File: config.mk
export PLATFORM = sky130hd
export DESIGN_NAME = sp_sequencer
export DESIGN_NICKNAME = d
export VERILOG_FILES = /design/src/rtl/sp_pkg.sv /design/src/rtl/sp_index_counter.sv /design/src/rtl/sp_sequencer.sv
export SDC_FILE = /design/constraint.sdc
export NUM_CORES = 1
export LEC_CHECK = 0
export CORE_MARGIN = 8
export CORE_UTILIZATION = 47
export DETAILED_ROUTE_END_ITERATION = 8
export GPL_TIMING_DRIVEN = 1
export PLACE_DENSITY = 0.78
export SLEW_MARGIN = 25
export SYNTH_ARGS = -nofsm -noshare
export SYNTH_HDL_FRONTEND = slang
export SYNTH_SLANG_ARGS = --single-unit
export TNS_END_PERCENT = 20
File: constraint.sdc
create_clock -name clk -period 2.1 [get_ports clk]
set_input_delay 0.42 -clock clk [delete_from_list [all_inputs] [get_ports clk]]
set_output_delay 0.42 -clock clk [all_outputs]
set_load 0.1 [all_outputs]
File: src/rtl/sp_pkg.sv
// Shared definitions for the SP extraction sequencer: default dimensions,
// derived index widths, the sequencer state encoding and the result record
// handed to the HV encoder.
package sp_pkg;

  localparam int NUM_CHS        = 17;
  localparam int NUM_SPI        = 6;
  localparam int NUM_SPV        = 64;
  localparam int TIMEOUT_CYCLES = 15;

  localparam int CH_W  = $clog2(NUM_CHS);
  localparam int SPI_W = $clog2(NUM_SPI);
  localparam int SPV_W = $clog2(NUM_SPV);

  typedef enum logic [1:0] {
    ST_IDLE  = 2'd0,
    ST_ISSUE = 2'd1,
    ST_WAIT  = 2'd2,
    ST_OUT   = 2'd3
  } state_e;

  // One extracted result as seen by the downstream consumer.
  typedef struct packed {
    logic [CH_W-1:0]  c;
    logic [SPI_W-1:0] spi;
    logic [SPV_W-1:0] spv;
    logic             last;
  } sp_result_t;

endpackage

File: src/rtl/sp_index_counter.sv
// Nested (channel, SPI index) counter. SPI is the inner index; the channel
// advances when SPI wraps and saturates at its last value.
module sp_index_counter #(
  parameter int NUM_CHS = 17,
  parameter int NUM_SPI = 6
) (
  input  logic                       clk,
  input  logic                       rst,
  input  logic                       clear,
  input  logic                       advance,
  output logic [$clog2(NUM_CHS)-1:0] c,
  output logic [$clog2(NUM_SPI)-1:0] spi,
  output logic                       is_last
);

  localparam int CW = $clog2(NUM_CHS);
  localparam int SW = $clog2(NUM_SPI);
  localparam logic [CW-1:0] C_MAX   = CW'(NUM_CHS - 1);
  localparam logic [SW-1:0] SPI_MAX = SW'(NUM_SPI - 1);

  logic [CW-1:0] c_reg;
  logic [SW-1:0] spi_reg;

  // Clear to (0,0) or step to the next pair in channel-major order.
  always_ff @(posedge clk) begin
    if (rst || clear) begin
      c_reg   <= '0;
      spi_reg <= '0;
    end else if (advance) begin
      if (spi_reg == SPI_MAX) begin
        spi_reg <= '0;
        if (c_reg != C_MAX) begin
          c_reg <= c_reg + CW'(1);
        end
      end else begin
        spi_reg <= spi_reg + SW'(1);
      end
    end
  end

  assign c       = c_reg;
  assign spi     = spi_reg;
  assign is_last = (c_reg == C_MAX) && (spi_reg == SPI_MAX);

endmodule

File: src/rtl/sp_sequencer.sv
// Initiator for the SP extractor: on start, walks every (channel, SPI) pair,
// issues a one-cycle request, waits for the registered done, and presents
// each SPV downstream on a valid/ready port. A missing done aborts the frame
// and raises a sticky error until the next accepted start.
module sp_sequencer #(
  parameter int NUM_CHS        = sp_pkg::NUM_CHS,
  parameter int NUM_SPI        = sp_pkg::NUM_SPI,
  parameter int NUM_SPV        = sp_pkg::NUM_SPV,
  parameter int TIMEOUT_CYCLES = sp_pkg::TIMEOUT_CYCLES
) (
  input  logic                       clk,
  input  logic                       rst,
  input  logic                       start,
  output logic                       busy,
  output logic                       ext_en,
  output logic [$clog2(NUM_CHS)-1:0] ext_c,
  output logic [$clog2(NUM_SPI)-1:0] ext_spi,
  input  logic                       ext_done,
  input  logic [$clog2(NUM_SPV)-1:0] ext_spv,
  output logic                       out_valid,
  input  logic                       out_ready,
  output logic [$clog2(NUM_CHS)-1:0] out_c,
  output logic [$clog2(NUM_SPI)-1:0] out_spi,
  output logic [$clog2(NUM_SPV)-1:0] out_spv,
  output logic                       out_last,
  output logic                       err
);

  import sp_pkg::*;

  localparam int TO_W = $clog2(TIMEOUT_CYCLES + 1);
  localparam logic [TO_W-1:0] TO_MAX = TO_W'(TIMEOUT_CYCLES - 1);

  state_e state_reg, state_next;
  logic   idx_clear, idx_advance, idx_last;
  logic   timed_out;

  logic [TO_W-1:0]            to_cnt_reg;
  logic                       err_reg;
  logic                       out_valid_reg;
  logic [$clog2(NUM_CHS)-1:0] out_c_reg;
  logic [$clog2(NUM_SPI)-1:0] out_spi_reg;
  logic [$clog2(NUM_SPV)-1:0] out_spv_reg;
  logic                       out_last_reg;

  // The counter value doubles as the request address: it only moves when
  // entering ISSUE, so it holds its last value everywhere else.
  sp_index_counter #(
    .NUM_CHS (NUM_CHS),
    .NUM_SPI (NUM_SPI)
  ) u_idx (
    .clk     (clk),
    .rst     (rst),
    .clear   (idx_clear),
    .advance (idx_advance),
    .c       (ext_c),
    .spi     (ext_spi),
    .is_last (idx_last)
  );

  assign timed_out = (state_reg == ST_WAIT) && !ext_done && (to_cnt_reg == TO_MAX);

  // Next-state decode plus the counter clear/advance strobes.
  always_comb begin
    state_next  = state_reg;
    idx_clear   = 1'b0;
    idx_advance = 1'b0;
    case (state_reg)
      ST_IDLE: begin
        if (start) begin
          idx_clear  = 1'b1;
          state_next = ST_ISSUE;
        end
      end
      ST_ISSUE: state_next = ST_WAIT;
      ST_WAIT: begin
        if (ext_done) begin
          state_next = ST_OUT;
        end else if (timed_out) begin
          state_next = ST_IDLE;
        end
      end
      ST_OUT: begin
        if (out_valid_reg && out_ready) begin
          if (out_last_reg) begin
            state_next = ST_IDLE;
          end else begin
            idx_advance = 1'b1;
            state_next  = ST_ISSUE;
          end
        end
      end
      default: state_next = ST_IDLE;
    endcase
  end

  // State register.
  always_ff @(posedge clk) begin
    if (rst) begin
      state_reg <= ST_IDLE;
    end else begin
      state_reg <= state_next;
    end
  end

  // Counts WAIT cycles without done; restarted by every request.
  always_ff @(posedge clk) begin
    if (rst || state_reg == ST_ISSUE) begin
      to_cnt_reg <= '0;
    end else if (state_reg == ST_WAIT && !ext_done && !timed_out) begin
      to_cnt_reg <= to_cnt_reg + TO_W'(1);
    end
  end

  // Sticky timeout flag, cleared only when a new frame is accepted.
  always_ff @(posedge clk) begin
    if (rst) begin
      err_reg <= 1'b0;
    end else if (state_reg == ST_IDLE && start) begin
      err_reg <= 1'b0;
    end else if (timed_out) begin
      err_reg <= 1'b1;
    end
  end

  // Capture the extractor result and hold it until the downstream handshake.
  always_ff @(posedge clk) begin
    if (rst) begin
      out_valid_reg <= 1'b0;
      out_c_reg     <= '0;
      out_spi_reg   <= '0;
      out_spv_reg   <= '0;
      out_last_reg  <= 1'b0;
    end else if (state_reg == ST_WAIT && ext_done) begin
      out_valid_reg <= 1'b1;
      out_c_reg     <= ext_c;
      out_spi_reg   <= ext_spi;
      out_spv_reg   <= ext_spv;
      out_last_reg  <= idx_last;
    end else if (state_reg == ST_OUT && out_valid_reg && out_ready) begin
      out_valid_reg <= 1'b0;
    end
  end

  assign busy      = (state_reg != ST_IDLE);
  assign ext_en    = (state_reg == ST_ISSUE);
  assign out_valid = out_valid_reg;
  assign out_c     = out_c_reg;
  assign out_spi   = out_spi_reg;
  assign out_spv   = out_spv_reg;
  assign out_last  = out_last_reg;
  assign err       = err_reg;

endmodule

==> impl_results.html <==
<table>
<tr><th>Metric</th><th>Value</th></tr>
<tr><th colspan="2">Synthesis</th></tr>
<tr><td>FF+latch count, synth</td><td>31</td></tr>
<tr><td>Post-synthesis average cell area</td><td>8.18 um^2</td></tr>
<tr><td>Share of the synthesized area in the top cell type</td><td>44.1%</td></tr>
<tr><td>Post-synthesis sequential area ratio</td><td>44.1%</td></tr>
<tr><td>Syn Std Cell Area</td><td>0.00141 mm^2</td></tr>
<tr><td>Synth area leader</td><td>sky130_fd_sc_hd__dfxtp_1</td></tr>
<tr><td>Warnings, synthesis</td><td>0</td></tr>
<tr><td>Gate count of the mapped netlist</td><td>172</td></tr>
<tr><td>Total nets after synthesis</td><td>187</td></tr>
<tr><td>Number of different library cells in the post-synthesis netlist</td><td>34</td></tr>
<tr><td>Largest cells by area after synthesis</td><td>sky130_fd_sc_hd__dfxtp_1 44%, sky130_fd_sc_hd__nand2_1 9.6%, sky130_fd_sc_hd__a21oi_1 8.2%</td></tr>
<tr><th colspan="2">Worst setup path</th></tr>
<tr><td>Critical-path maximum fanout</td><td>13</td></tr>
<tr><td>Critical path type</td><td>flip-flop to primary output</td></tr>
<tr><td>Arrival time of the worst setup path</td><td>1.30 ns</td></tr>
<tr><td>Cell chain of the critical path</td><td>nand2b_1 -&gt; inv_1 -&gt; buf_12</td></tr>
<tr><td>Slowest stage cell on the critical path</td><td>sky130_fd_sc_hd__dfxtp_1</td></tr>
<tr><td>Number of buffers and inverters on the critical path</td><td>2</td></tr>
<tr><td>Required time of the critical path</td><td>1.68 ns</td></tr>
<tr><td>Gate family responsible for the most delay along the worst path</td><td>flip-flops</td></tr>
<tr><td>Startpoint kind of the worst setup timing path</td><td>flip-flop</td></tr>
<tr><td>Worst Setup End Kind</td><td>primary output</td></tr>
<tr><td>Slowest Stage Delay on Critical Path</td><td>0.55 ns</td></tr>
<tr><th colspan="2">Routing</th></tr>
<tr><td>Residual DRC count</td><td>0</td></tr>
<tr><td>Aggregate routed wire length</td><td>3.48 mm</td></tr>
<tr><td>Post-detailed-route via-to-cell ratio</td><td>5.48</td></tr>
<tr><td>Total via count in the routed design</td><td>1338</td></tr>
<tr><td>Number of DRC markers after the initial detailed-route iteration</td><td>80</td></tr>
<tr><td>Number of detailed-route iterations in the first pass</td><td>4</td></tr>
<tr><td>Antenna-violating nets left</td><td>0</td></tr>
<tr><td>Detailed-route wire length per cell</td><td>14.3 um</td></tr>
<tr><th colspan="2">Clock tree</th></tr>
<tr><td>Clock buffers created by TritonCTS</td><td>5</td></tr>
<tr><td>Clock tree from TritonCTS</td><td>yes</td></tr>
<tr><td># H-tree levels</td><td>2</td></tr>
<tr><td>CTS hold repair buffers</td><td>0</td></tr>
<tr><td>Largest buffer count on any clock path</td><td>2</td></tr>
<tr><td>Post-CTS Repair Setup Buffers</td><td>0</td></tr>
<tr><td>Number of resized instances in the post-cts repair step</td><td>0</td></tr>
<tr><td>Sink count of the clock tree</td><td>31</td></tr>
<tr><td>Clock slew at the register clock pins of the worst setup and hold paths</td><td>0.10 ns</td></tr>
<tr><td>Clock insertion delay at the later pin of the skew report</td><td>0.33 ns</td></tr>
<tr><td>Clock Tree Root</td><td>sky130_fd_sc_hd__clkbuf_4</td></tr>
<tr><th colspan="2">STA</th></tr>
<tr><td>Final hold violation count</td><td>0</td></tr>
<tr><td>Setup slack of the critical path after layout</td><td>0.379 ns</td></tr>
<tr><td>Fin Setup TNS</td><td>0 ns</td></tr>
<tr><td>FMAX</td><td>581 MHz</td></tr>
<tr><td>Setup repair after global routing missed its margin</td><td>false</td></tr>
<tr><td>Final count of pins violating max slew</td><td>0</td></tr>
<tr><td>Finish-stage setup viols</td><td>0</td></tr>
<tr><td>Max_slew headroom</td><td>64.8%</td></tr>
<tr><td>Worst clock skew</td><td>0.00669 ns</td></tr>
<tr><td>Time the worst path needs with I/O delays and setup</td><td>1.72 ns</td></tr>
<tr><td>Actual slew at the worst max-slew pin</td><td>0.520 ns</td></tr>
<tr><td>Final period util</td><td>82.0%</td></tr>
<tr><th colspan="2">Finish</th></tr>
<tr><td>Area growth, synth to finish</td><td>30.1%</td></tr>
<tr><td>Nets</td><td>226</td></tr>
<tr><td>Number of filler instances in the final layout</td><td>265</td></tr>
<tr><td>Antenna cell count</td><td>0</td></tr>
<tr><td>Max FFs per register</td><td>6</td></tr>
<tr><td>Top library cells by usage in the layout, fill and taps aside</td><td>36 x sky130_fd_sc_hd__nand2_1, 30 x sky130_fd_sc_hd__buf_4, 29 x sky130_fd_sc_hd__dfxtp_1</td></tr>
<tr><td>Layout cells sized above 1</td><td>21.3%</td></tr>
<tr><td>Leading cell type in the layout, fill and taps excluded</td><td>sky130_fd_sc_hd__nand2_1</td></tr>
<tr><th colspan="2">Floorplan</th></tr>
<tr><td>Effective utilization at floorplan</td><td>47.6%</td></tr>
<tr><td>Floorplan die width</td><td>70.7 um</td></tr>
<tr><td>Num rows</td><td>20</td></tr>
<tr><td>IO Pins</td><td>38</td></tr>
<tr><td>Die outline height</td><td>70.7 um</td></tr>
<tr><td>Die Area</td><td>0.00500 mm^2</td></tr>
<tr><td>Core area</td><td>0.00295 mm^2</td></tr>
<tr><th colspan="2">Global routing</th></tr>
<tr><td>Number of global-route vias before repair</td><td>1290</td></tr>
<tr><td>Number of antenna violations at the first check in global routing</td><td>0</td></tr>
<tr><td>Gr ovfl total</td><td>0</td></tr>
<tr><td>Maximum number of pins on one net before global-route repair</td><td>19</td></tr>
<tr><td>Total Routing Usage GR</td><td>14.3%</td></tr>
<tr><td>Wire length of the first global-routing pass</td><td>5.89 mm</td></tr>
<tr><th colspan="2">Power</th></tr>
<tr><td>Maximum vdd ir drop</td><td>0.423 mV</td></tr>
<tr><td>Standby leakage power</td><td>0.688 nW</td></tr>
<tr><td>Areal power density over the cells</td><td>621 mW/mm^2</td></tr>
<tr><th colspan="2">Run status</th></tr>
<tr><td>Result of the run</td><td>completed</td></tr>
<tr><th colspan="2">Place</th></tr>
<tr><td>Final weighted congestion of routability-driven global placement</td><td>0.804</td></tr>
<tr><td>Port Buffer Count</td><td>37</td></tr>
<tr><td>DPL Wire Length</td><td>2.63 mm</td></tr>
<tr><td>Setup slack at placement</td><td>0.182 ns</td></tr>
<tr><th colspan="2">Run</th></tr>
<tr><td>Max-cap violations</td><td>0</td></tr>
<tr><th colspan="2">Worst hold path</th></tr>
<tr><td>Tightest Hold Check Type</td><td>flip-flop to flip-flop</td></tr>
</table>
-- cells in the mapped netlist --
cell type / number
sky130_fd_sc_hd__nand3b_1: 5
sky130_fd_sc_hd__a31o_2: 1
sky130_fd_sc_hd__buf_2: 4
sky130_fd_sc_hd__ha_1: 4
sky130_fd_sc_hd__or4_1: 1
sky130_fd_sc_hd__a22oi_1: 1
sky130_fd_sc_hd__o221ai_1: 1
sky130_fd_sc_hd__or3b_1: 1
sky130_fd_sc_hd__nor4_1: 4
sky130_fd_sc_hd__nand2b_1: 1
sky130_fd_sc_hd__nand4_1: 1
sky130_fd_sc_hd__inv_1: 8
sky130_fd_sc_hd__and3_1: 1
sky130_fd_sc_hd__or3_1: 1
sky130_fd_sc_hd__o21ai_0: 2
sky130_fd_sc_hd__or2_2: 1
sky130_fd_sc_hd__nand3_1: 16
sky130_fd_sc_hd__dfxtp_1: 31
sky130_fd_sc_hd__a2bb2oi_1: 1
sky130_fd_sc_hd__a311oi_1: 1
sky130_fd_sc_hd__clkbuf_1: 6
sky130_fd_sc_hd__nor3b_2: 1
sky130_fd_sc_hd__nand2_1: 36
sky130_fd_sc_hd__nand4b_1: 2
sky130_fd_sc_hd__a21oi_1: 23
sky130_fd_sc_hd__nor2_1: 4
sky130_fd_sc_hd__nor3_1: 1
sky130_fd_sc_hd__a211oi_1: 1
sky130_fd_sc_hd__nor2b_1: 1
sky130_fd_sc_hd__nor4bb_1: 1
sky130_fd_sc_hd__o41ai_1: 1
sky130_fd_sc_hd__mux2i_1: 7
sky130_fd_sc_hd__or3b_2: 1
sky130_fd_sc_hd__and3b_1: 1
-- tightest hold or removal path, delay by kind of cell (launching register included) --
| family | cells | cell delay, ns |
|---|---|---|
| flip-flops | 1 | 0.32 |
| AND/OR/NAND/NOR | 1 | 0.05 |
| AO/OA/AOI/OAI | 1 | 0.05 |
-- final cells by class --
type	instances	area [um^2]	area share [%]
repair buffers	42	365	20.0
multi-input cells	123	713	39.0
clock buffers	6	51.3	2.80
inverters	8	30.0	1.64
flip-flops and latches	31	623	34.1
well taps	33	41.3	2.26
clock inverters	1	5.00	0.274
-- through the flow --
stage	instances	total power, mW	instance area, um^2	hold WS [ns]	util, %
after floorplan	172	0.738	1410	0.455	-
final	244	1.14	1830	0.459	61.9
after global placement	237	0.795	1770	0.444	60.0
after CTS	244	1.15	1830	0.464	61.9
after detailed placement	237	0.799	1770	0.450	60.0
after global routing	244	1.18	1830	0.488	61.9
-- power breakdown --
group          leakage, nW  switching [mW]  internal (mW)
Combinational        0.402           0.114         0.0606
Sequential           0.251          0.0140          0.596
Clock               0.0341           0.197          0.155
Total                0.688           0.325          0.811
-- routing by layer --
layer / share of wire [%] / global-route usage (%) / vias to the layer above / wire length [um]
met5: 0 / 0 / - / 0
met4: 0.98 / 3.93 / 0 / 34
met3: 5.4 / 5.37 / 4 / 187
met2: 50 / 24.1 / 34 / 1740
met1: 44 / 16.3 / 620 / 1520
li1: - / - / 680 / -
-- worst paths after layout --
check                                          startpoint                       to  slack [ns]  cells past startpoint
worst max-delay path            state_reg[0]$_SDFFE_PP0P_                   ext_en        0.38                      3
worst min-delay path                out_c[3]$_SDFFE_PP0P_    out_c[3]$_SDFFE_PP0P_        0.46                      2
worst max register to register    u_idx.c[0]$_SDFFE_PP0P_  u_idx.c[0]$_SDFFE_PP0P_        0.46                      6
worst min register to register      out_c[3]$_SDFFE_PP0P_    out_c[3]$_SDFFE_PP0P_        0.46                      2
-- kinds of logic after synthesis --
family	count (synthesis)	share of synthesized area, %
AO/OA/AOI/OAI	32	13.1
multiplexers	7	4.98
flip-flops	31	44.1
buffers and inverters	18	5.16
AND/OR/NAND/NOR	80	29.1
adder cells (fa/ha/maj)	4	3.56
Power figures use the tool's default switching activity.
